$ cat config.mk
export PLATFORM = sky130hd
export DESIGN_NAME = text_line_writer
export DESIGN_NICKNAME = d
export VERILOG_FILES = /design/src/rtl/vga_text_pkg.sv /design/src/rtl/hex_to_ascii.sv /design/src/rtl/text_line_writer.sv
export SDC_FILE = /design/constraint.sdc
export NUM_CORES = 1
export LEC_CHECK = 0
export CAP_MARGIN = 10
export CORE_MARGIN = 2
export CORE_UTILIZATION = 43
export CTS_CLUSTER_SIZE = 40
export DETAILED_ROUTE_END_ITERATION = 10
export GPL_ROUTABILITY_DRIVEN = 0
export GPL_TIMING_DRIVEN = 0
export PLACE_DENSITY = 0.68
export SLEW_MARGIN = 5
export SYNTH_ARGS = -nofsm -noshare
export SYNTH_HDL_FRONTEND = slang
export SYNTH_SLANG_ARGS = --single-unit
$ cat constraint.sdc
create_clock -name iCLK_100 -period 3.7 [get_ports iCLK_100]
set_clock_uncertainty 0.2 [all_clocks]
set_input_delay 0.37 -clock iCLK_100 [delete_from_list [all_inputs] [get_ports iCLK_100]]
set_output_delay 0.37 -clock iCLK_100 [all_outputs]
set_load 0.01 [all_outputs]
$ cat src/rtl/vga_text_pkg.sv
// Shared constants and state type for the register-dump text line writer.
package vga_text_pkg;

  localparam int LINE_CHARS      = 24;
  localparam int PULSES_PER_LINE = 25;

  localparam logic [7:0] ASCII_SPACE = 8'h20;
  localparam logic [7:0] ASCII_R     = 8'h52;
  localparam logic [7:0] ASCII_EQ    = 8'h3D;
  localparam logic [7:0] ASCII_ZERO  = 8'h30;

  typedef enum logic [1:0] {
    IDLE = 2'd0,
    HIGH = 2'd1,
    LOW  = 2'd2,
    FIN  = 2'd3
  } line_state_e;

endpackage

$ cat src/rtl/hex_to_ascii.sv
// Combinational nibble to uppercase ASCII hex digit.
module hex_to_ascii (
  input  logic [3:0] nibble,
  output logic [7:0] ascii
);

  // 0-9 map onto '0'..'9', 10-15 onto 'A'..'F'
  always_comb begin
    if (nibble < 4'd10) ascii = 8'h30 + {4'd0, nibble};
    else                ascii = 8'h37 + {4'd0, nibble};
  end

endmodule

$ cat src/rtl/text_line_writer.sv
// Emits one 25-character text line "Rnn=hhhhhhhh" plus padding, one strobe per character.
module text_line_writer
  import vga_text_pkg::*;
#(
  parameter int HOLD_CYC = 4,
  parameter int GAP_CYC  = 4
) (
  input  logic        iCLK_100,
  input  logic        iCLRN,
  input  logic        start,
  input  logic [4:0]  reg_idx,
  input  logic [31:0] word,
  output logic [7:0]  char_data,
  output logic        ready,
  output logic        en,
  output logic        busy,
  output logic        done
);

  localparam logic [7:0] HOLD_LOAD = 8'(HOLD_CYC - 1);
  localparam logic [7:0] GAP_LOAD  = 8'(GAP_CYC - 1);
  localparam logic [4:0] LAST_K    = 5'(LINE_CHARS);

  line_state_e state;
  logic [7:0]  cnt;
  logic [4:0]  k;
  logic [4:0]  idx_q;
  logic [31:0] word_q;

  logic        accept;
  logic        last_phase;
  logic        advance;
  logic [4:0]  k_nx;
  logic [4:0]  idx_nx;
  logic [31:0] word_nx;
  logic [2:0]  nib_pos;
  logic [3:0]  nibble;
  logic [7:0]  hex_chr;
  logic [1:0]  tens;
  logic [3:0]  ones;
  logic [7:0]  char_nx;

  // The character register is loaded with the value for the character about to
  // start, so the look-up runs on next-cycle k and operands.
  assign accept     = (state == IDLE) && start;
  assign last_phase = (cnt == 8'd0);
  assign advance    = (state == LOW) && last_phase && (k != LAST_K);
  assign k_nx       = accept ? 5'd0 : (advance ? k + 5'd1 : k);
  assign idx_nx     = accept ? reg_idx : idx_q;
  assign word_nx    = accept ? word : word_q;
  assign nib_pos    = 3'(4'd11 - k_nx[3:0]);
  assign nibble     = word_nx[{nib_pos, 2'b00} +: 4];

  hex_to_ascii u_hex (
    .nibble (nibble),
    .ascii  (hex_chr)
  );

  // Decimal split of the register index (0..31)
  always_comb begin
    if (idx_nx >= 5'd30) begin
      tens = 2'd3;
      ones = 4'(idx_nx - 5'd30);
    end else if (idx_nx >= 5'd20) begin
      tens = 2'd2;
      ones = 4'(idx_nx - 5'd20);
    end else if (idx_nx >= 5'd10) begin
      tens = 2'd1;
      ones = 4'(idx_nx - 5'd10);
    end else begin
      tens = 2'd0;
      ones = idx_nx[3:0];
    end
  end

  // Character selected by position within the line
  always_comb begin
    char_nx = ASCII_SPACE;
    if (k_nx == 5'd0)                         char_nx = ASCII_R;
    else if (k_nx == 5'd1)                    char_nx = ASCII_ZERO + {6'd0, tens};
    else if (k_nx == 5'd2)                    char_nx = ASCII_ZERO + {4'd0, ones};
    else if (k_nx == 5'd3)                    char_nx = ASCII_EQ;
    else if (k_nx >= 5'd4 && k_nx <= 5'd11)   char_nx = hex_chr;
  end

  // Line sequencer: one shared down-counter times both strobe phases
  always_ff @(posedge iCLK_100 or negedge iCLRN) begin
    if (!iCLRN) begin
      state     <= IDLE;
      cnt       <= 8'd0;
      k         <= 5'd0;
      idx_q     <= 5'd0;
      word_q    <= 32'd0;
      char_data <= 8'h00;
      ready     <= 1'b0;
      en        <= 1'b0;
      busy      <= 1'b0;
      done      <= 1'b0;
    end else begin
      done <= 1'b0;
      case (state)
        IDLE: begin
          if (accept) begin
            state     <= HIGH;
            cnt       <= HOLD_LOAD;
            k         <= k_nx;
            idx_q     <= reg_idx;
            word_q    <= word;
            char_data <= char_nx;
            ready     <= 1'b1;
            en        <= 1'b1;
            busy      <= 1'b1;
          end
        end
        HIGH: begin
          if (last_phase) begin
            state <= LOW;
            cnt   <= GAP_LOAD;
            ready <= 1'b0;
          end else begin
            cnt <= cnt - 8'd1;
          end
        end
        LOW: begin
          if (!last_phase) begin
            cnt <= cnt - 8'd1;
          end else if (advance) begin
            state     <= HIGH;
            cnt       <= HOLD_LOAD;
            k         <= k_nx;
            char_data <= char_nx;
            ready     <= 1'b1;
          end else begin
            state <= FIN;
            done  <= 1'b1;
          end
        end
        FIN: begin
          state     <= IDLE;
          char_data <= 8'h00;
          en        <= 1'b0;
          busy      <= 1'b0;
        end
        default: state <= IDLE;
      endcase
    end
  end

endmodule

==> out/metrics.yaml, run 1 <==
powerDensity_mw_per_mm2: 265
initialDrtViolationCount: 142
outcome: "finished clean"
p_leak_nw: 2.25
initial_utilization_pct: 43.6
wl_per_cell_um: 15.0
port_buffers: 50
ys.flop_type: "dfrtp_1"
syn_nets: 495
async_flop_share_pct: 100
dpl_cell_area_mm2: 0.00438
insertion_delay_ps: 340
drv_cap: 0
dieWidth_um: 97.3
finalCritPeriodShare_pct: 95.5
ios: 52
grt_pass1_wl_um: 15700
max_freq_ghz: 0.283
clk_pin_slew_ps: 70
syn_to_final_growth_pct: 28.1
cts_tree: "done"
antennaDiodeCount: 0
crit_required_ps: 3730
fin_crit_ps: 3530
wirelength_um: 9380
hold_class: "reg -> reg"
nNetsFinal: 568
syn_area_mm2: 0.00374
htreeDepth: 3
vdd_drop_max_mv: 0.167
dp_hpwl_um: 6680
critPathSlowestCell: "dfrtp_1"
crit_arrival_ps: 3560
worstMarginPinSlew_ps: 764
vias_per_cell: 5.45
ant_nets: 0
num_vias: 3405
core_area_mm2: 0.00859
start_kind: "register"
drv_slew: 0
syn_area_per_cell_um2: 8.51
grt_max_degree: 63
cts_made_buffers: 9
cts_max_path_buffers: 2
postSynthCellCount: 440
clock-sinks: 62
yosys_register_bits: 62
finalSetupTns_ps: 0
drc: 0
ys_warn_count: 0
grt_pass1_vias: 3322
fin_util_pct: 55.8
finalSetupViolCount: 0
synthDistinctLibCells: 63
dieArea_mm2: 0.00947
firstDrtPassIters: 5
hold_viol: 0
grt_use_total_pct: 20.3
num_rows: 34
maxSlewHeadroom_pct: 49.1
grt_remaining_overflow: 0
cts_root_buf: "clkbuf_8"
endpoint_kind: "register"
stdcell_area_mm2: 0.00479
drive_gt1_share_pct: 15.7
crit_type: "reg -> reg"
max_stage_delay_ps: 410
synth-seq-area-share_pct: 41.4
synth_edf_count: 0
power_mw: 1.27
path_cells: "buf_4, inv_4, ha_1, nand4b_1, and4_4, buf_6, mux2_4, nor2_1, nor3_1, or3_1, o21ai_2, ha_2, nand2_1, a311oi_2, o21ai_1"
fp.dieH_um: 97.3
antenna_found_initial: 0
cp_max_fo: 10
==> per-stage QoR <==
| step | hold slack, ps | instances | setup slack (ps) |
|---|---|---|---|
| global placement | 249 | 598 | -730 |
| CTS | 275 | 617 | 11.6 |
| floorplan | -126 | 440 | 78.4 |
| detailed placement | 256 | 598 | -856 |
| global route | 302 | 625 | -3.73 |
| finish | 273 | 625 | 166 |
==> layout make-up <==
cell class / count / area, µm²
clock buffers: 10 / 138
inverters: 21 / 81.3
clock inverters: 5 / 36.3
plain buffers: 19 / 121
fillers: 780 / 3800
flip-flops and latches: 62 / 1550
well taps: 108 / 135
multi-input cells: 338 / 2140
repair buffers: 62 / 591
==> metal layers <==
metal  track usage [%]  vias to the layer above  share of wire [%]  wire length (µm)
met5                 0                        -                  0                 0
met1              26.0                     1617                 45              4240
met2              34.2                      105                 48              4550
met4              8.12                        0                1.8               167
li1                  -                     1670                  -                 -
met3              3.67                       13                4.5               420
==> critical path: cells and delay by family, from the launching register on <==
family	cells	cell delay, ps
muxes	1	360
buffers and inverters	3	450
AOI/OAI and AO/OA	3	480
adders and majority gates	2	400
DFF	1	410
and+or+nand+nor	6	1110
==> sequential cells by signal, summed over array words and instances (netlist names) <==
name and flops:
idx_q 5, char_data 7, state 2, k 5
done 1, cnt 8, ready 1, busy 1
word_q 32
==> power breakdown <==
group,switching [mW],internal [mW]
Sequential,0,0.677
Clock,0.278,0.257
Combinational,0.0206,0.0374
Total,0.298,0.972
==> logic make-up (layout without fill, tap and decap cells) <==
| logic type | Yosys count | after routing | share of synthesized area [%] |
|---|---|---|---|
| AND/OR/NAND/NOR | 194 | 194 | 23.7 |
| XOR/XNOR | 8 | 8 | 1.87 |
| adder cells (fa/ha/maj) | 15 | 15 | 5.01 |
| AO/OA/AOI/OAI | 99 | 99 | 17.6 |
| other | 1 | 1 | 0.100 |
| multiplexers | 21 | 21 | 5.92 |
| flip-flops | 62 | 62 | 41.4 |
| buffers and inverters | 40 | 117 | 4.38 |
==> cell usage in the layout, fill, tap and decap left out, types with 3 or more instances in the layout <==
| master | instances |
|---|---|
| a211oi_1 | 4 |
| a21oi_1 | 21 |
| a311o_1 | 3 |
| a32o_1 | 3 |
| and2_1 | 3 |
| buf_2 | 3 |
| buf_4 | 16 |
| clkbuf_1 | 4 |
| clkbuf_8 | 11 |
| clkdlybuf4s50_1 | 49 |
| clkinvlp_4 | 3 |
| dfrtp_1 | 60 |
| ha_1 | 11 |
| ha_2 | 4 |
| inv_1 | 20 |
| mux2_2 | 7 |
| mux2i_1 | 9 |
| mux2i_4 | 3 |
| nand2_1 | 118 |
| nand3_1 | 8 |
| nand4_1 | 3 |
| nor2_1 | 23 |
| nor2b_1 | 4 |
| nor3_1 | 10 |
| nor4_1 | 3 |
| o21a_1 | 3 |
| o21ai_0 | 26 |
| o21ai_1 | 4 |
| o2bb2ai_1 | 3 |
| or3_1 | 4 |
| xnor2_1 | 8 |
==> final timing paths <==
check                                to  slack [ps]       start  cells after the start
max in group asynchronous        cnt[0]        2320       iCLRN                      2
hold / removal               word_q[15]         270  word_q[15]                      2
setup reg to reg           char_data[2]         170        k[0]                     15
hold reg to reg              word_q[15]         270  word_q[15]                      2
min in group asynchronous        cnt[5]         460       iCLRN                      2
setup / recovery           char_data[2]         170        k[0]                     15
==> Yosys cell counts, types with 3 or more instances <==
cell / instances / share of area [%]
a211oi_1: 4 / 0.80
a21o_1: 3 / 0.60
a21oi_1: 23 / 3.1
a311o_1: 3 / 0.80
a32o_1: 3 / 0.80
and2_1: 3 / 0.50
buf_1: 4 / 0.40
buf_2: 5 / 0.67
clkbuf_1: 8 / 0.80
dfrtp_1: 62 / 41
ha_1: 15 / 5.0
inv_1: 20 / 2.0
mux2_2: 9 / 2.7
mux2i_1: 12 / 3.2
nand2_1: 118 / 12
nand3_1: 8 / 1.1
nand4_1: 3 / 0.50
nor2_1: 23 / 2.3
nor2b_1: 4 / 0.67
nor3_1: 10 / 1.3
nor4_1: 3 / 0.50
o21a_1: 3 / 0.60
o21ai_0: 27 / 3.6
o21ai_1: 5 / 0.67
o2bb2ai_1: 3 / 0.70
or3_1: 4 / 0.67
xnor2_1: 8 / 1.9
==> what timing repair did <==
| action | CTS | global route |
|---|---|---|
| endpoints found under the hold margin | 62 | 0 |
| pin swaps | 1 | 3 |
| resized for setup | 22 | 23 |
| buffers inserted | 3 | 8 |
| hold buffers | 1 | 0 |
| endpoints found under the setup margin | 7 | 7 |
Power figures use the tool's default switching activity.
==> run 2: changes to the inputs <==
--- a/config.mk
+++ b/config.mk
@@ -8,10 +8,10 @@
 export CAP_MARGIN = 10
 export CORE_MARGIN = 2
-export CORE_UTILIZATION = 43
+export CORE_UTILIZATION = 50
 export CTS_CLUSTER_SIZE = 40
 export DETAILED_ROUTE_END_ITERATION = 10
 export GPL_ROUTABILITY_DRIVEN = 0
 export GPL_TIMING_DRIVEN = 0
-export PLACE_DENSITY = 0.68
+export PLACE_DENSITY = 0.77
 export SLEW_MARGIN = 5
 export SYNTH_ARGS = -nofsm -noshare
==> constraint.sdc (replaced) <==
create_clock -name iCLK_100 -period 3.7 [get_ports iCLK_100]
set_clock_uncertainty 0.2 [all_clocks]
set_input_delay 1.11 -clock iCLK_100 [delete_from_list [all_inputs] [get_ports iCLK_100]]
set_output_delay 1.11 -clock iCLK_100 [all_outputs]
set_load 0.01 [all_outputs]
==> out/metrics.yaml, run 2 (synthesized netlist as in run 1, its figures left out) <==
outcome: "finished clean"
ant_nets: 0
num_vias: 3507
drive_gt1_share_pct: 17.1
grt_pass1_vias: 3291
syn_to_final_growth_pct: 30.4
n_fill_cell: 580
drc: 0
fin_util_pct: 67.3
num_rows: 31
antennaDiodeCount: 0
vias_per_cell: 5.66
maxSlewHeadroom_pct: 48.1
largest_register_ffs: 32
crit_required_ps: 3770
p_leak_nw: 2.30
power_frac_seq_pct: 48.1
largestRegisters: "word_q x32, cnt x8, char_data x7"
grt_use_total_pct: 24.2
seqCellArea_mm2: 0.00155
p_clk_share_pct: 47.9
grt_max_degree: 63
largest-register: "word_q"
stdcell_area_mm2: 0.00488
pre_cts_ws_ps: -1160
core_area_mm2: 0.00725
firstDrtPassIters: 4
htreeDepth: 3
antenna_found_initial: 0
cp_max_fo: 10
port_buffers: 50
crit_arrival_ps: 3670
final_cell_mix: "nand2_1, dfrtp_1, clkdlybuf4s50_1"
internal_power_mw: 1.09
powerDensity_mw_per_mm2: 289
wirelength_um: 9870
multi_input_area_mm2: 0.00217
mostFrequentLayoutCell: "nand2_1"
setup_ws_ps: 101
finalSetupViolCount: 0
cts_root_buf: "clkbuf_8"
clock-sinks: 62
hold-worst-slack_ps: 272
start_kind: "register"
hold_class: "reg -> reg"
max_freq_ghz: 0.278
dieWidth_um: 90.5
finalCritPeriodShare_pct: 97.3
finalSetupTns_ps: 0
fp.dieH_um: 90.5
power_mw: 1.41
vdd_drop_max_mv: 0.190
endpoint_kind: "register"
ios: 52
dieArea_mm2: 0.00820
initial_utilization_pct: 51.6
dp_hpwl_um: 6450
grt_pass1_wl_um: 16100
fin_cells: 620
fin_crit_ps: 3600
nNetsFinal: 571
grt_remaining_overflow: 0
netSwitchingFraction_pct: 22.3
crit_type: "reg -> reg"
hold_buffers: 0
worstMarginPinSlew_ps: 778
drv_slew: 0
clk_pin_slew_ps: 70
insertion_delay_ps: 350
wl_per_cell_um: 15.9
cts_max_path_buffers: 2
hold_viol: 0
dpl_cell_area_mm2: 0.00438
drv_cap: 0
cts_made_buffers: 9
initialDrtViolationCount: 201
placed_cells: 589
switching_power_uw: 314
cts_tree: "done"
power_frac_comb_pct: 4.1
run 2: area by class of cell:
class	count	share of cell area (%)
buffer	19	2.64
multi-input combinational	338	44.4
inverter	21	1.67
sequential	62	31.8
clock inverter	7	2.02
tap	99	2.54
clock buffer	9	2.54
timing repair buffer	65	12.4
run 2: final timing paths:
check                            from      endpoint  slack [ps]  cells after the start
setup / recovery                 k[0]  char_data[6]         100                     16
hold / removal             word_q[19]    word_q[19]         270                      2
setup reg to reg                 k[0]  char_data[6]         100                     16
hold reg to reg            word_q[19]    word_q[19]         270                      2
max in group asynchronous       iCLRN          k[0]        2100                      1
min in group asynchronous       iCLRN        cnt[4]         630                      1
run 2: critical path: stages, from the launching register on:
cell and delay (ps):
dfrtp_2 440, buf_6 160, inv_4 100, ha_1 190
nand4b_1 200, buf_4 210, a41oi_2 290, a21o_1 230
clkbuf_4 250, o21ai_0 110, o221ai_1 240, o21ai_2 110
ha_1 220, nor2b_1 160, o21ai_2 80, o21ba_2 210
o21ai_0 120
run 2: what timing repair did:
action                     CTS  global route
gates cloned                 1             0
buffers inserted             7             7
resized for setup           27            26
setup endpoints to repair   17             6
pin swaps                    2             3
run 2: power by group through the flow:
stage	logic (mW)	clock network [mW]	registers, mW
floorplan	0.00186	0	0.691
global placement	0.0577	0	0.691
detailed placement	0.0580	0	0.690
CTS	0.0580	0.671	0.677
global route	0.0623	0.711	0.677
finish	0.0571	0.675	0.677
run 2: routing by layer:
layer / up-vias / GRT usage [%] / part of all wire, %
met5: - / 0 / 0
met4: 0 / 9.23 / 2.1
met3: 18 / 2.92 / 5.2
met2: 138 / 38.9 / 48
met1: 1666 / 33.5 / 44
li1: 1685 / - / -
==> run 3: changes to the inputs <==
Settings changed: CORE_ASPECT_RATIO set to 0.6, MAX_ROUTING_LAYER set to met4.
==> out/metrics.yaml, run 3 (synthesized netlist as in run 1, its figures left out) <==
max_freq_ghz: 0.274
largestRegisters: "word_q x32, cnt x8, char_data x7"
drv_cap: 0
mostFrequentLayoutCell: "nand2_1"
fp.dieH_um: 71.0
dieWidth_um: 116
crit_required_ps: 3710
clock-sinks: 62
crit_family: "simple AND/OR/NAND/NOR gates"
endpoint_kind: "register"
antenna_found_initial: 0
antennaDiodeCount: 0
clk_pin_slew_ps: 60
num_rows: 24
core_area_mm2: 0.00727
regToRegSetupSlack_ps: 50
cp_max_fo: 10
crit_type: "reg -> reg"
powerDensity_mw_per_mm2: 319
cts_tree: "done"
critPathBufInv: 2
grt_remaining_overflow: 0
grt_max_degree: 63
r2r_cells: 14
setup_ws_ps: 47.3
r2r_end: "char_data[2]"
dieArea_mm2: 0.00822
cts_made_buffers: 9
vdd_drop_max_mv: 0.180
dp_hpwl_um: 6630
drv_slew: 0
fin_util_pct: 68.0
drc: 0
num_vias: 3537
initialDrtViolationCount: 395
crit_arrival_ps: 3660
grt_pass1_wl_um: 15900
ant_nets: 0
grt_pass1_vias: 3324
final_cell_mix: "nand2_1, dfrtp_1, clkdlybuf4s50_1"
maxSlewHeadroom_pct: 47.8
drive_gt1_share_pct: 16.5
htreeDepth: 3
reg2reg_from: "cnt[1]"
pre_cts_ws_ps: -1200
firstDrtPassIters: 6
grt_use_total_pct: 25.7
fin_crit_ps: 3650
worstHoldEndpoint: "word_q[27]"
hold_buffers: 0
crit_start: "cnt[1]"
syn_to_final_growth_pct: 32.0
hold_viol: 0
finalCritPeriodShare_pct: 98.7
vias_per_cell: 5.72
hold_start: "word_q[27]"
ios: 52
p_leak_nw: 2.31
finalSetupViolCount: 0
largest-register: "word_q"
initial_utilization_pct: 51.5
worstMarginPinSlew_ps: 783
start_kind: "register"
max_stage_delay_ps: 440
hold_class: "reg -> reg"
port_buffers: 50
path_cells: "inv_1, ha_1, nor4b_4, and4_4, buf_8, mux2_4, nor2_1, nor3_1, or3_1, o21ai_2, ha_2, nand2_1, a311oi_2, o21ai_1"
wl_per_cell_um: 16.1
cts_max_path_buffers: 2
wirelength_um: 9980
insertion_delay_ps: 330
cts_root_buf: "clkbuf_16"
holdPathStages: 2
largest_register_ffs: 32
outcome: "finished clean"
critPathSlowestCell: "dfrtp_1"
nNetsFinal: 564
[run 3: cell count changes in the layout (fill, tap and decap cells not counted), moves of 3 or more]
cell	previous run	this run
clkbuf_16	0	9
ha_1	15	12
buf_4	18	13
clkbuf_8	10	1
[run 3: metal layers]
| layer | vias to the layer above | wire length [µm] | global-route usage (%) |
|---|---|---|---|
| li1 | 1671 | - | - |
| met2 | 207 | 4230 | 35.5 |
| met3 | 19 | 943 | 6.77 |
| met4 | 0 | 178 | 10.2 |
| met1 | 1640 | 4620 | 35.9 |
| met5 | - | 0 | - |
[run 3: layout make-up]
| cell class | instances | area, µm² |
|---|---|---|
| flip-flops and latches | 62 | 1550 |
| fillers | 586 | 2330 |
| multi-input cells | 338 | 2180 |
| inverters | 21 | 81.3 |
| clock buffers | 9 | 225 |
| repair buffers | 59 | 561 |
| plain buffers | 18 | 131 |
| clock inverters | 7 | 73.8 |
| well taps | 104 | 130 |
[run 3: per-stage QoR]
stage	cells	hold slack [ps]	TNS [ps]	total power, mW	instance area (µm²)
after floorplan	440	232	-12.7	0.692	3760
after global placement	594	248	-50710	0.748	4390
after detailed placement	594	253	-10030	0.748	4390
after CTS	613	270	-6.18	1.59	4820
after global routing	618	283	-186	1.62	4940
final	618	268	0	1.58	4940
[run 3: what timing repair did]
| item | CTS | global route |
|---|---|---|
| cloned | 1 | 0 |
| setup endpoints to repair | 7 | 7 |
| buffers inserted | 2 | 6 |
| gates resized for setup | 32 | 26 |
| pin swaps | 0 | 7 |
| hold endpoints to repair | 0 | 0 |
[run 3: worst max-delay path by stage]
stage / endpoint / slack (ps) / cells after the start
final: char_data[2] / 50 / 14
after global placement: char_data[2] / -1110 / 14
after detailed placement: char_data[2] / -1200 / 14
after floorplan: char_data[0] / -10 / 12
after global routing: char_data[2] / -70 / 14
after CTS: char_data[0] / -6 / 13
[run 3: tightest hold or removal path, delay by kind of cell (launching register included)]
family | cells | cell delay, ps
simple gates | 2 | 120
flops | 1 | 320
[run 3: power breakdown]
part	switching [mW]	internal, mW	total, mW
Clock	0.318	0.523	0.841
Sequential	0	0.678	0.678
Combinational	0.0207	0.0361	0.0569
Total	0.339	1.24	1.58
